File: config.mk
export PLATFORM = sky130hd
export DESIGN_NAME = ar_addr_router_flat
export DESIGN_NICKNAME = d
export VERILOG_FILES = /design/src/rtl/ar_addr_router_if.sv /design/src/rtl/ar_addr_router.sv /design/src/flat_wrapper.sv
export SDC_FILE = /design/constraint.sdc
export NUM_CORES = 1
export LEC_CHECK = 0
export ABC_AREA = 1
export CAP_MARGIN = 20
export CORE_MARGIN = 5
export CORE_UTILIZATION = 34
export CTS_CLUSTER_DIAMETER = 200
export DETAILED_ROUTE_END_ITERATION = 8
export PLACE_DENSITY = 0.92
export SLEW_MARGIN = 10
export SYNTH_ARGS = -nofsm -noshare
export SYNTH_HDL_FRONTEND = slang
export SYNTH_SLANG_ARGS = --single-unit
File: constraint.sdc
create_clock -name ACLK -period 2 [get_ports ACLK]
set_input_delay 0.4 -clock ACLK [delete_from_list [all_inputs] [get_ports ACLK]]
set_output_delay 0.4 -clock ACLK [all_outputs]
set_load 0.02 [all_outputs]
File: src/rtl/ar_addr_router_if.sv
// AR router bus bundle: master AR port, broadcast per-slave AR ports,
// default-slave R channel and the DECERR event counter.
interface ar_addr_router_if #(
  parameter int NUM_SLAVES = 2,
  parameter int ID_W       = 8,
  parameter int ADDR_W     = 32,
  parameter int LEN_W      = 4,
  parameter int SIZE_W     = 3,
  parameter int DATA_W     = 32,
  parameter int CNT_W      = 16
);
  logic [ID_W-1:0]              ARID_M;
  logic [ADDR_W-1:0]            ARADDR_M;
  logic [LEN_W-1:0]             ARLEN_M;
  logic [SIZE_W-1:0]            ARSIZE_M;
  logic [1:0]                   ARBURST_M;
  logic                         ARVALID_M;
  logic                         ARREADY_M;

  logic [NUM_SLAVES*ID_W-1:0]   ARID_S;
  logic [NUM_SLAVES*ADDR_W-1:0] ARADDR_S;
  logic [NUM_SLAVES*LEN_W-1:0]  ARLEN_S;
  logic [NUM_SLAVES*SIZE_W-1:0] ARSIZE_S;
  logic [NUM_SLAVES*2-1:0]      ARBURST_S;
  logic [NUM_SLAVES-1:0]        ARVALID_S;
  logic [NUM_SLAVES-1:0]        ARREADY_S;

  logic [ID_W-1:0]              RID_D;
  logic [DATA_W-1:0]            RDATA_D;
  logic [1:0]                   RRESP_D;
  logic                         RLAST_D;
  logic                         RVALID_D;
  logic                         RREADY_D;

  logic [CNT_W-1:0]             DECERR_CNT;

  modport master (
    output ARID_M, ARADDR_M, ARLEN_M, ARSIZE_M,
    output ARBURST_M, ARVALID_M,
    input  ARREADY_M,
    input  ARID_S, ARADDR_S, ARLEN_S, ARSIZE_S,
    input  ARBURST_S, ARVALID_S,
    output ARREADY_S,
    input  RID_D, RDATA_D, RRESP_D, RLAST_D, RVALID_D,
    output RREADY_D,
    input  DECERR_CNT
  );

  modport slave (
    input  ARID_M, ARADDR_M, ARLEN_M, ARSIZE_M,
    input  ARBURST_M, ARVALID_M,
    output ARREADY_M,
    output ARID_S, ARADDR_S, ARLEN_S, ARSIZE_S,
    output ARBURST_S, ARVALID_S,
    input  ARREADY_S,
    output RID_D, RDATA_D, RRESP_D, RLAST_D, RVALID_D,
    input  RREADY_D,
    output DECERR_CNT
  );
endinterface

File: src/rtl/ar_addr_router.sv
// AXI AR router: window decode, payload broadcast, DECERR default slave.
// Ports: ACLK, ARESETn (async low), bus (ar_addr_router_if.slave).
module ar_addr_router #(
  parameter int NUM_SLAVES = 2,
  parameter int ID_W       = 8,
  parameter int ADDR_W     = 32,
  parameter int LEN_W      = 4,
  parameter int SIZE_W     = 3,
  parameter int DATA_W     = 32,
  parameter logic [NUM_SLAVES*ADDR_W-1:0] SLV_BASE =
    {32'h0001_0000, 32'h0000_0000},
  parameter logic [NUM_SLAVES*ADDR_W-1:0] SLV_LIMIT =
    {32'h0001_FFFF, 32'h0000_FFFF},
  parameter int CNT_W      = 16
) (
  input logic              ACLK,
  input logic              ARESETn,
  ar_addr_router_if.slave  bus
);

  typedef enum logic {IDLE, RESP} state_t;

  logic [NUM_SLAVES-1:0] hit;
  logic [NUM_SLAVES-1:0] sel;
  logic                  miss;
  logic                  dflt_rdy;
  logic                  acc;

  state_t            state_q, state_d;
  logic [ID_W-1:0]   rid_q, rid_d;
  logic [LEN_W-1:0]  cnt_q, cnt_d;
  logic [CNT_W-1:0]  err_q, err_d;

  always_comb begin
    hit = '0;
    for (int i = 0; i < NUM_SLAVES; i++) begin
      hit[i] = (bus.ARADDR_M >= SLV_BASE[i*ADDR_W +: ADDR_W]) &&
               (bus.ARADDR_M <= SLV_LIMIT[i*ADDR_W +: ADDR_W]);
    end
  end

  // Scan downward so the lowest matching index is written last.
  always_comb begin
    sel = '0;
    for (int i = NUM_SLAVES-1; i >= 0; i--) begin
      if (hit[i]) sel = NUM_SLAVES'(1) << i;
    end
  end

  assign miss     = ~|hit;
  assign dflt_rdy = (state_q == IDLE);
  assign acc      = bus.ARVALID_M & miss & dflt_rdy;

  assign bus.ARID_S    = {NUM_SLAVES{bus.ARID_M}};
  assign bus.ARADDR_S  = {NUM_SLAVES{bus.ARADDR_M}};
  assign bus.ARLEN_S   = {NUM_SLAVES{bus.ARLEN_M}};
  assign bus.ARSIZE_S  = {NUM_SLAVES{bus.ARSIZE_M}};
  assign bus.ARBURST_S = {NUM_SLAVES{bus.ARBURST_M}};
  assign bus.ARVALID_S = {NUM_SLAVES{bus.ARVALID_M}} & sel;
  assign bus.ARREADY_M = (|(sel & bus.ARREADY_S)) |
                         (miss & dflt_rdy);

  always_ff @(posedge ACLK or negedge ARESETn) begin
    if (!ARESETn) begin
      state_q <= IDLE;
      rid_q   <= '0;
      cnt_q   <= '0;
      err_q   <= '0;
    end else begin
      state_q <= state_d;
      rid_q   <= rid_d;
      cnt_q   <= cnt_d;
      err_q   <= err_d;
    end
  end

  always_comb begin
    state_d = state_q;
    rid_d   = rid_q;
    cnt_d   = cnt_q;
    err_d   = err_q;
    unique case (state_q)
      IDLE: begin
        if (acc) begin
          state_d = RESP;
          rid_d   = bus.ARID_M;
          cnt_d   = bus.ARLEN_M;
          if (err_q != '1) err_d = err_q + CNT_W'(1);
        end
      end
      RESP: begin
        if (bus.RREADY_D) begin
          if (cnt_q == '0) state_d = IDLE;
          else             cnt_d   = cnt_q - LEN_W'(1);
        end
      end
      default: state_d = IDLE;
    endcase
  end

  assign bus.RVALID_D   = (state_q == RESP);
  assign bus.RID_D      = rid_q;
  assign bus.RDATA_D    = '0;
  assign bus.RRESP_D    = (state_q == RESP) ? 2'b11 : 2'b00;
  assign bus.RLAST_D    = (state_q == RESP) && (cnt_q == '0);
  assign bus.DECERR_CNT = err_q;

endmodule

File: src/flat_wrapper.sv
// flat-port wrapper written by rule: the top's interface ports become plain ports
module ar_addr_router_flat 
#(
  parameter int NUM_SLAVES = 2,
  parameter int ID_W       = 8,
  parameter int ADDR_W     = 32,
  parameter int LEN_W      = 4,
  parameter int SIZE_W     = 3,
  parameter int DATA_W     = 32,
  parameter logic [NUM_SLAVES*ADDR_W-1:0] SLV_BASE =
    {32'h0001_0000, 32'h0000_0000},
  parameter logic [NUM_SLAVES*ADDR_W-1:0] SLV_LIMIT =
    {32'h0001_FFFF, 32'h0000_FFFF},
  parameter int CNT_W      = 16
)
  (ACLK, ARESETn, bus_ARID_M, bus_ARADDR_M, bus_ARLEN_M, bus_ARSIZE_M, bus_ARBURST_M, bus_ARVALID_M, bus_ARREADY_M, bus_ARID_S, bus_ARADDR_S, bus_ARLEN_S, bus_ARSIZE_S, bus_ARBURST_S, bus_ARVALID_S, bus_ARREADY_S, bus_RID_D, bus_RDATA_D, bus_RRESP_D, bus_RLAST_D, bus_RVALID_D, bus_RREADY_D, bus_DECERR_CNT);
  ar_addr_router_if #(.NUM_SLAVES(NUM_SLAVES), .ID_W(ID_W), .ADDR_W(ADDR_W), .LEN_W(LEN_W), .SIZE_W(SIZE_W), .DATA_W(DATA_W), .CNT_W(CNT_W)) bus_i ();
  input logic ACLK;
  input logic ARESETn;
  input wire logic [$bits(bus_i.ARID_M)-1:0] bus_ARID_M;
  input wire logic [$bits(bus_i.ARADDR_M)-1:0] bus_ARADDR_M;
  input wire logic [$bits(bus_i.ARLEN_M)-1:0] bus_ARLEN_M;
  input wire logic [$bits(bus_i.ARSIZE_M)-1:0] bus_ARSIZE_M;
  input wire logic [$bits(bus_i.ARBURST_M)-1:0] bus_ARBURST_M;
  input wire logic [$bits(bus_i.ARVALID_M)-1:0] bus_ARVALID_M;
  output wire logic [$bits(bus_i.ARREADY_M)-1:0] bus_ARREADY_M;
  output wire logic [$bits(bus_i.ARID_S)-1:0] bus_ARID_S;
  output wire logic [$bits(bus_i.ARADDR_S)-1:0] bus_ARADDR_S;
  output wire logic [$bits(bus_i.ARLEN_S)-1:0] bus_ARLEN_S;
  output wire logic [$bits(bus_i.ARSIZE_S)-1:0] bus_ARSIZE_S;
  output wire logic [$bits(bus_i.ARBURST_S)-1:0] bus_ARBURST_S;
  output wire logic [$bits(bus_i.ARVALID_S)-1:0] bus_ARVALID_S;
  input wire logic [$bits(bus_i.ARREADY_S)-1:0] bus_ARREADY_S;
  output wire logic [$bits(bus_i.RID_D)-1:0] bus_RID_D;
  output wire logic [$bits(bus_i.RDATA_D)-1:0] bus_RDATA_D;
  output wire logic [$bits(bus_i.RRESP_D)-1:0] bus_RRESP_D;
  output wire logic [$bits(bus_i.RLAST_D)-1:0] bus_RLAST_D;
  output wire logic [$bits(bus_i.RVALID_D)-1:0] bus_RVALID_D;
  input wire logic [$bits(bus_i.RREADY_D)-1:0] bus_RREADY_D;
  output wire logic [$bits(bus_i.DECERR_CNT)-1:0] bus_DECERR_CNT;
  assign bus_i.ARID_M = bus_ARID_M;
  assign bus_i.ARADDR_M = bus_ARADDR_M;
  assign bus_i.ARLEN_M = bus_ARLEN_M;
  assign bus_i.ARSIZE_M = bus_ARSIZE_M;
  assign bus_i.ARBURST_M = bus_ARBURST_M;
  assign bus_i.ARVALID_M = bus_ARVALID_M;
  assign bus_ARREADY_M = bus_i.ARREADY_M;
  assign bus_ARID_S = bus_i.ARID_S;
  assign bus_ARADDR_S = bus_i.ARADDR_S;
  assign bus_ARLEN_S = bus_i.ARLEN_S;
  assign bus_ARSIZE_S = bus_i.ARSIZE_S;
  assign bus_ARBURST_S = bus_i.ARBURST_S;
  assign bus_ARVALID_S = bus_i.ARVALID_S;
  assign bus_i.ARREADY_S = bus_ARREADY_S;
  assign bus_RID_D = bus_i.RID_D;
  assign bus_RDATA_D = bus_i.RDATA_D;
  assign bus_RRESP_D = bus_i.RRESP_D;
  assign bus_RLAST_D = bus_i.RLAST_D;
  assign bus_RVALID_D = bus_i.RVALID_D;
  assign bus_i.RREADY_D = bus_RREADY_D;
  assign bus_DECERR_CNT = bus_i.DECERR_CNT;
  ar_addr_router #(.NUM_SLAVES(NUM_SLAVES), .ID_W(ID_W), .ADDR_W(ADDR_W), .LEN_W(LEN_W), .SIZE_W(SIZE_W), .DATA_W(DATA_W), .SLV_BASE(SLV_BASE), .SLV_LIMIT(SLV_LIMIT), .CNT_W(CNT_W)) u_core (.ACLK(ACLK), .ARESETn(ARESETn), .bus(bus_i));
endmodule
### Word-level counts from Yosys, hierarchy flattened

Cells that the tools add are included.
W data, S select, Z words.

| operators by class | value |
|---|---|
| $add $sub $neg | 2 |
| $lt $le $gt $ge | 4 |
| eq/ne operators | 4 |
| multiplexer cells | 11 |
| bitwise operators | 7 |
| reduce and logical (&&, ||, !) cells | 10 |

Operator list:

| operator | count |
|---|---|
| $ge A32 B1 Y1 const B | 1 |
| $ge A32 B17 Y1 const B | 1 |
| $le A32 B16 Y1 const B | 1 |
| $le A32 B17 Y1 const B | 1 |
| $add A16 B1 Y16 const B | 1 |
| $ne A16 B16 Y1 const B | 1 |
| $mux W4 | 3 |
| $pmux W4 S2 | 1 |
| $mux W2 | 3 |
| $ne A2 B2 Y1 const B | 3 |
| $reduce_and A3 Y1 | 2 |
| $and A2 B2 Y2 | 2 |
| $logic_not A4 Y1 | 1 |
| $reduce_or A2 Y1 | 2 |
| $sub A4 B1 Y4 const B | 1 |
| $and A1 B1 Y1 | 3 |
| $logic_and A1 B1 Y1 | 3 |
| $mux W1 | 3 |
| $pmux W1 S2 | 1 |
| $reduce_and A2 Y1 | 1 |
| $logic_not A1 Y1 | 1 |
| $not A1 Y1 | 1 |
| $or A1 B1 Y1 | 1 |

| storage, ports and cells | value |
|---|---|
| register bits | 29 |
| output and inout port bits | 161 |
| logic and storage cells | 42 |

### Longest topological paths before layout

Gate-level depths: netlist (run 1).

| depth | value |
|---|---|
| depth after elaboration | 8 |
| gate-level depth with buffers | 10 |
| gate-level depth less buffers | 9 |

### Least setup slack after synthesis (run 1)

Ideal clock, no wire load.

| timing | value |
|---|---|
| kind | input -> output |
| start point | in bus_ARADDR_M[19] |
| end point | out bus_ARVALID_S[1] |
| data arrival time | 1.291 ns |
| required time | 1.600 ns |
| slack | 0.309 ns |
| cell stages on the path | 5 |
| path through | nor2_1 -> nand2_1 -> nor2_2 -> nand2_2 -> nor3b_1 |

| between the ends | value |
|---|---|
| word-level cells in the longest chain between the ends | 5 |
| elaborated cells on any way between the ends | 9 |
| those cells by class | order compare (4); mux (2); bitwise (1); reduce/logical (2) |

RTL lines:

| what | RTL line | RTL |
|---|---|---|
| start: declaration | flat_wrapper.sv:21 | `input wire logic [$bits(bus_i.ARADDR_M)-1:0] bus_ARADDR_M;` |
| $ge A32 B17 Y1 or $le A32 B17 Y1 (tied branches) | ar_addr_router.sv:37, ar_addr_router.sv:38 |  |
| $logic_and A1 B1 Y1 | ar_addr_router.sv:37 | `hit[i] = (bus.ARADDR_M >= SLV_BASE[i*ADDR_W +: ADDR_W]) &&` |
| $mux W2 | ar_addr_router.sv:46 | `if (hit[i]) sel = NUM_SLAVES'(1) << i;` |
| $mux W2 * | ar_addr_router.sv:46 |  |
| $and A2 B2 Y2 * | ar_addr_router.sv:59 | `assign bus.ARVALID_S = {NUM_SLAVES{bus.ARVALID_M}} & sel;` |
| end: declaration | flat_wrapper.sv:32 | `output wire logic [$bits(bus_i.ARVALID_S)-1:0] bus_ARVALID_S;` |

Every way passes the cells marked *; elsewhere a longest branch is shown, timed or not.

### Worst setup path in the final report (run 1)

| timing | value |
|---|---|
| start point | in bus_ARLEN_M[0] |
| end point | out bus_ARLEN_S[0] |

RTL lines:

| what | RTL line | RTL |
|---|---|---|
| start: declaration | flat_wrapper.sv:22 | `input wire logic [$bits(bus_i.ARLEN_M)-1:0] bus_ARLEN_M;` |
| end: declaration | flat_wrapper.sv:29 | `output wire logic [$bits(bus_i.ARLEN_S)-1:0] bus_ARLEN_S;` |

No word-level cell between the ends.

==> impl_metrics.py, run 1 <==
metrics = {
    "power": {
        "p_per_area_nw_per_um2": 859,
        "ir_drop_v": 0.000418,
        "leakage_nw": 1.62,
    },
    "clock_tree": {
        "htreeDepth": 2,
        "clk_pin_slew_worst_paths_ns": 0.06,
        "cts_root_buffer": "clkbuf_8",
        "post_cts_buffers": 0,
        "clock_latency_ns": 0.28,
        "cts_tree": "yes",
        "clock-sinks": 29,
        "cts_buffers": 5,
        "clk_path_buf_depth": 2,
    },
    "flow_run": {
        "cap_violations": 0,
    },
    "detailed_routing": {
        "wl_per_cell_um": 12.9,
        "finalWirelength_um": 6660,
        "drc": 0,
        "drt_iter0_markers": 35,
        "dr.pass1.iters": 4,
        "vias_per_cell": 4.17,
        "vias": 2150,
        "ant_nets": 0,
    },
    "setup_path": {
        "crit_buf_inv": 2,
        "path_class": "input port to output pin",
        "r2r_cells": 8,
        "cp-start-kind": "input port",
        "path_delay_family": "buffers and inverters",
        "cp.arrival_ns": 1.55,
        "end_kind": "output pin",
        "rrSetupSlack_ns": 0.34,
        "cpMostUsedCell": "clkdlybuf4s50_1",
        "max_stage_delay_ns": 0.63,
        "cp_data_required_time_ns": 1.60,
        "cp_slowest_cell": "clkdlybuf4s50_1",
        "cp_max_fo": 3,
        "rr_endpoint": "u_core.bus.DECERR_CNT[13]",
        "crit_path_cell_trace": "clkdlybuf4s50_1, clkdlybuf4s50_1",
        "r2r-start": "u_core.bus.DECERR_CNT[0]",
    },
    "synthesis": {
        "synth_warnings": 0,
        "synth_top_family_by_area": "buffers and inverters",
        "ys_ff_latch": 29,
        "synth_mux_area_frac": 0,
        "synth_fa_ha_area_frac": 0.0137,
        "syn_avg_cell_area_um2": 7.34,
        "ys_types": 24,
        "synth-compound-area-share": 0.00366,
        "synth-simple-area-share": 0.279,
        "synth-xor-area-share": 0.0416,
        "netlist_area_um2": 2740,
        "synthCells": 373,
        "synth_seq_area_share": 0.265,
    },
    "cells_and_area": {
        "diodes": 0,
        "layout_common_cells": "nand2_1 (111), clkdlybuf4s50_1 (99), conb_1 (32)",
        "stdcell_count": 515,
        "area_growth_pct": 23.2,
        "final_common_cell": "nand2_1",
        "drive_gt1_frac": 0.119,
        "final_nets": 470,
    },
    "floorplanning": {
        "rows": 32,
        "dieArea_um2": 9940,
        "num_io_pins": 216,
        "core_um2": 7770,
        "fp.dieW_um": 99.7,
        "start_util": 0.352,
        "fp.dieH_um": 99.7,
    },
    "sta": {
        "fmax_mhz": 513,
        "fin_worst_skew_ns": 0.00377,
        "finalCritPeriodShare": 0.975,
        "setup_violations": 0,
        "drv_slew": 0,
        "hold_violations": 0,
        "fin_ws_ns": 0.0499,
        "rsz0062_at_grt": "no",
        "min_period_ns": 1.95,
    },
    "global_route": {
        "grt_first_pass_wirelength_um": 10400,
        "grt_antenna_before_repair": 0,
        "grt_usage": 0.129,
        "grt_max_degree": 30,
        "grt-ovfl-total": 0,
        "first_global_vias": 2094,
    },
    "min_path": {
        "whs_endpoint": "u_core.bus.RID_D[6]",
        "hold_start": "u_core.bus.RID_D[6]",
        "min_path_type": "flip-flop to flip-flop",
        "min_path_cells": 2,
    },
    "status": {
        "status": "complete, no violations",
    },
    "placement": {
        "dpl_worst_slack_ns": -0.528,
        "post-place-cells": 507,
        "dp_hpwl_um": 5470,
        "gp_congestion": 0.869,
        "io_buffers": 120,
    },
}
Yosys cell counts:
cell type / count / share of area
inv_2: 2 / 0.0027
clkbuf_1: 1 / 0.0014
dfrtp_1: 29 / 0.27
nand3_2: 2 / 0.0073
or2_2: 2 / 0.0046
buf_4: 134 / 0.37
nor3_2: 2 / 0.0073
nor3b_1: 1 / 0.0027
nand2_4: 1 / 0.0041
ha_1: 3 / 0.014
nand2_1: 111 / 0.15
xnor2_1: 5 / 0.016
nand4_1: 5 / 0.011
conb_1: 1 / 0.0014
nand2_2: 5 / 0.011
nor2_4: 2 / 0.0082
inv_1: 14 / 0.019
o21ai_0: 2 / 0.0037
nor3_1: 3 / 0.0055
nor2_1: 19 / 0.026
xor2_1: 8 / 0.026
nor2_2: 4 / 0.0091
nand3_1: 16 / 0.029
buf_6: 1 / 0.0041
power breakdown:
group | total (W) | internal (W) | switching, W
clock network | 0.000461 | 0.000240 | 0.000221
registers | 0.000868 | 0.000748 | 0.000119
logic | 0.00157 | 0.000675 | 0.000892
total | 0.00290 | 0.00166 | 0.00123
what timing repair did:
item / CTS / global route
hold buffers: 0 / 0
gates resized for setup: 34 / 3
hold endpoints to repair: 0 / 0
pin swaps: 12 / 4
endpoints found under the setup margin: 22 / 21
flip-flops by register name (all words and copies together) (netlist names):
| name | flops |
|---|---|
| u_core.bus.RVALID_D | 1 |
| u_core.bus.DECERR_CNT | 16 |
| u_core.bus.RID_D | 8 |
| u_core.cnt_q | 4 |
how the worst max path moves through the flow:
| stage | start | depth (start not counted) | end |
|---|---|---|---|
| 6_report | bus_ARLEN_M[0] | 2 | bus_ARLEN_S[0] |
| 3_3_place_gp | bus_ARADDR_M[19] | 7 | bus_ARVALID_S[0] |
| 2_1_floorplan | bus_ARADDR_M[19] | 5 | bus_ARVALID_S[1] |
| 5_1_grt | bus_ARADDR_M[18] | 7 | bus_ARVALID_S[0] |
| 4_1_cts | bus_ARADDR_M[17] | 3 | bus_ARADDR_S[49] |
| 3_5_place_dp | bus_ARADDR_M[19] | 7 | bus_ARVALID_S[0] |
cell type report:
type / instances / area, um^2
well taps: 102 / 128
flip-flops and latches: 29 / 726
multi-input cells: 223 / 1060
clock buffers: 6 / 72.6
repair buffers: 137 / 1310
inverters: 16 / 60.1
fillers: 757 / 4400
clock inverters: 2 / 10.0
per-stage QoR:
| step | setup TNS [ns] | utilization | power (W) | hold slack [ns] | cell area [um^2] |
|---|---|---|---|---|---|
| 6_report | 0 | 0.434 | 0.00290 | 0.478 | 3370 |
| 5_1_grt | 0 | 0.434 | 0.00313 | 0.503 | 3370 |
| 4_1_cts | 0 | 0.432 | 0.00295 | 0.485 | 3360 |
| 3_5_place_dp | -6.19 | 0.425 | 0.00248 | 0.467 | 3300 |
| 3_3_place_gp | -4.44 | 0.425 | 0.00242 | 0.461 | 3300 |
| 2_1_floorplan | 0 | - | 0.00203 | 0.104 | 2850 |
worst min-delay path, stage by stage (launching register included):
cell and delay, ns:
dfrtp_1 0.34, nand2_1 0.05, nand2_1 0.06
kinds of logic (layout without fill, tap and decap cells):
family | after synthesis | count (layout)
XOR/XNOR | 13 | 13
AND/OR/NAND/NOR | 173 | 173
buffers and inverters | 152 | 161
AO/OA/AOI/OAI | 2 | 2
flip-flops | 29 | 29
adder cells (fa/ha/maj) | 3 | 3
other | 1 | 32
per-layer routing:
| layer | GRT usage | vias up | wire, um |
|---|---|---|---|
| met1 | 0.143 | 987 | 2440 |
| met5 | 0 | - | 0 |
| met2 | 0.227 | 87 | 3540 |
| met3 | 0.0456 | 14 | 561 |
| li1 | - | 1062 | - |
| met4 | 0.0420 | 0 | 119 |
Note: power is estimated with default switching activity, not from simulation.
==> inputs of run 2 (changes only) <==
CORE_UTILIZATION = 37   (was 34)
PLACE_DENSITY = 0.95   (was 0.92)
clock period = 2.25 ns   (was 2 ns; I/O delays follow)
==> run 2 against run 1 <==
Critical path depth increased by 7. Clock-buffer cell count increased by 1. Via count increased by 2.2%. Total power decreased by 9.0%. Sequential share of layout area decreased by 0.32 points. First-iteration DRC count increased by 34%. Non-clock buffer count increased by 1. Global-route usage increased by 1.2 points. Register-to-register slack improved by 0.08 ns. Wire length increased by 0.44%. Critical path type unchanged. Largest cell class unchanged.
==> impl_metrics.py, run 2 (synthesized netlist as in run 1, its figures left out) <==
metrics = {
    "placement": {
        "gp_congestion": 0.901,
        "dp_hpwl_um": 5360,
        "io_buffers": 120,
        "place_area_um2": 3290,
    },
    "power": {
        "switching_power_w": 0.00111,
        "p_comb_frac": 0.521,
        "internal-power_w": 0.00153,
        "switching_share": 0.420,
        "p_per_area_nw_per_um2": 770,
        "ir_drop_v": 0.000400,
        "leakage_nw": 1.72,
        "pwr-share-seq": 0.296,
        "clockPowerShare": 0.183,
    },
    "sta": {
        "worst_pin_slew_ns": 0.627,
        "drv_slew": 0,
        "fmax_mhz": 467,
        "min_period_ns": 2.14,
        "maxSlewHeadroom": 0.581,
        "setup_violations": 0,
        "finalCritPeriodShare": 0.951,
        "hold_violations": 0,
        "whs_ns": 0.479,
        "fin_worst_skew_ns": 0.00480,
    },
    "global_route": {
        "grt_busiest_layer": "met2",
        "gr-usage-met2": 0.246,
        "grt_usage": 0.140,
        "grt_antenna_before_repair": 0,
        "grt-ovfl-total": 0,
        "met1_usage": 0.157,
        "grtUsageMet3": 0.0391,
        "grt_max_degree": 30,
        "grt_first_pass_wirelength_um": 10200,
        "first_global_vias": 2150,
    },
    "clock_tree": {
        "post_cts_buffers": 0,
        "clock_latency_ns": 0.28,
        "clk_path_buf_depth": 2,
        "htreeDepth": 2,
        "cts_root_buffer": "clkbuf_8",
        "clock-sinks": 29,
        "cts_buffers": 5,
        "cts_tree": "yes",
        "clk_pin_slew_worst_paths_ns": 0.06,
    },
    "floorplanning": {
        "fp.dieW_um": 96.0,
        "start_util": 0.379,
        "dieArea_um2": 9220,
        "rows": 31,
        "num_io_pins": 216,
        "core_um2": 7210,
        "fp.dieH_um": 96.0,
    },
    "min_path": {
        "whs_endpoint": "u_core.bus.RID_D[1]",
        "hold_start": "u_core.bus.RID_D[1]",
        "min_path_cells": 2,
        "min_path_type": "flip-flop to flip-flop",
    },
    "cells_and_area": {
        "largest_reg_flops": 16,
        "layout_common_cells": "nand2_1 (111), clkdlybuf4s50_1 (104), conb_1 (32)",
        "seq_area_um2": 726,
        "multi_input_area_um2": 1050,
        "area_growth_pct": 25.1,
        "drive_gt1_frac": 0.121,
        "final_area_um2": 3420,
        "diodes": 0,
        "final_common_cell": "nand2_1",
        "fillers": 708,
        "final_nets": 471,
    },
    "detailed_routing": {
        "drc": 0,
        "vias_per_cell": 4.28,
        "drt_iter0_markers": 47,
        "dr.pass1.iters": 4,
        "finalWirelength_um": 6690,
        "vias": 2197,
        "ant_nets": 0,
        "wl_per_cell_um": 13.0,
    },
    "setup_path": {
        "cp.arrival_ns": 1.69,
        "r2r_cells": 8,
        "cp_max_fo": 4,
        "r2r-start": "u_core.bus.DECERR_CNT[0]",
        "rrSetupSlack_ns": 0.42,
        "cp_data_required_time_ns": 1.80,
        "critPathLaunch": "bus_ARADDR_M[30]",
        "rr_endpoint": "u_core.bus.DECERR_CNT[5]",
        "path_class": "input port to output pin",
        "end_kind": "output pin",
        "cp-start-kind": "input port",
    },
    "flow_run": {
        "cap_violations": 0,
    },
    "status": {
        "status": "complete, no violations",
    },
}
run 2: power groups by stage:
| stage | clock, W | sequential, W | combinational (W) |
|---|---|---|---|
| global placement | 0 | 0.000783 | 0.00133 |
| global route | 0.000529 | 0.000807 | 0.00152 |
| detailed placement | 0 | 0.000789 | 0.00138 |
| CTS | 0.000500 | 0.000782 | 0.00137 |
| finish | 0.000482 | 0.000781 | 0.00137 |
| floorplan | 0 | 0.000900 | 0.000906 |
run 2: what timing repair did:
| item | in CTS | in global routing |
|---|---|---|
| resized for setup | 13 | 17 |
| pin swaps | 0 | 13 |
| setup endpoints to repair | 3 | 4 |
| endpoints found under the hold margin | 0 | 0 |
| hold buffers | 0 | 0 |
run 2: area by class of cell:
cell class | instances | area share
clock buffer | 7 | 0.0282
tap | 99 | 0.0362
multi-input combinational | 223 | 0.307
timing repair buffer | 138 | 0.397
clock inverter | 1 | 0.00146
sequential | 29 | 0.212
inverter | 16 | 0.0176
run 2: worst max-delay path by stage:
stage | slack, ns | to
2_1_floorplan | 0.46 | bus_ARVALID_S[1]
3_3_place_gp | -0.29 | bus_ARREADY_M
3_5_place_dp | -0.36 | bus_ARREADY_M
4_1_cts | 0.03 | bus_ARVALID_S[0]
5_1_grt | -0.0005 | bus_ARREADY_M
6_report | 0.11 | bus_ARREADY_M
run 2: through the flow:
| stage | instances | total power (W) | setup TNS, ns | worst slack, ns | util |
|---|---|---|---|---|---|
| 6_report | 513 | 0.00263 | 0 | 0.111 | 0.474 |
| 3_5_place_dp | 505 | 0.00217 | -2.53 | -0.362 | 0.456 |
| 3_3_place_gp | 505 | 0.00211 | -1.13 | -0.291 | 0.456 |
| 4_1_cts | 513 | 0.00266 | 0 | 0.0260 | 0.469 |
| 2_1_floorplan | 404 | 0.00181 | 0 | 0.459 | - |
| 5_1_grt | 513 | 0.00285 | -0.000467 | -0.000467 | 0.474 |
run 2: layer usage:
layer	vias up	wire length (um)
met5	-	0
met4	0	201
met3	24	550
met2	97	3450
met1	1014	2480
li1	1062	-
run 2: worst max-delay path: stages:
cell,delay [ns]
clkdlybuf4s50_1,0.43
nor2_1,0.09
nand2_1,0.08
nor2_2,0.12
nand2_2,0.09
buf_4,0.14
nand2_1,0.06
nand3_2,0.08
buf_6,0.14
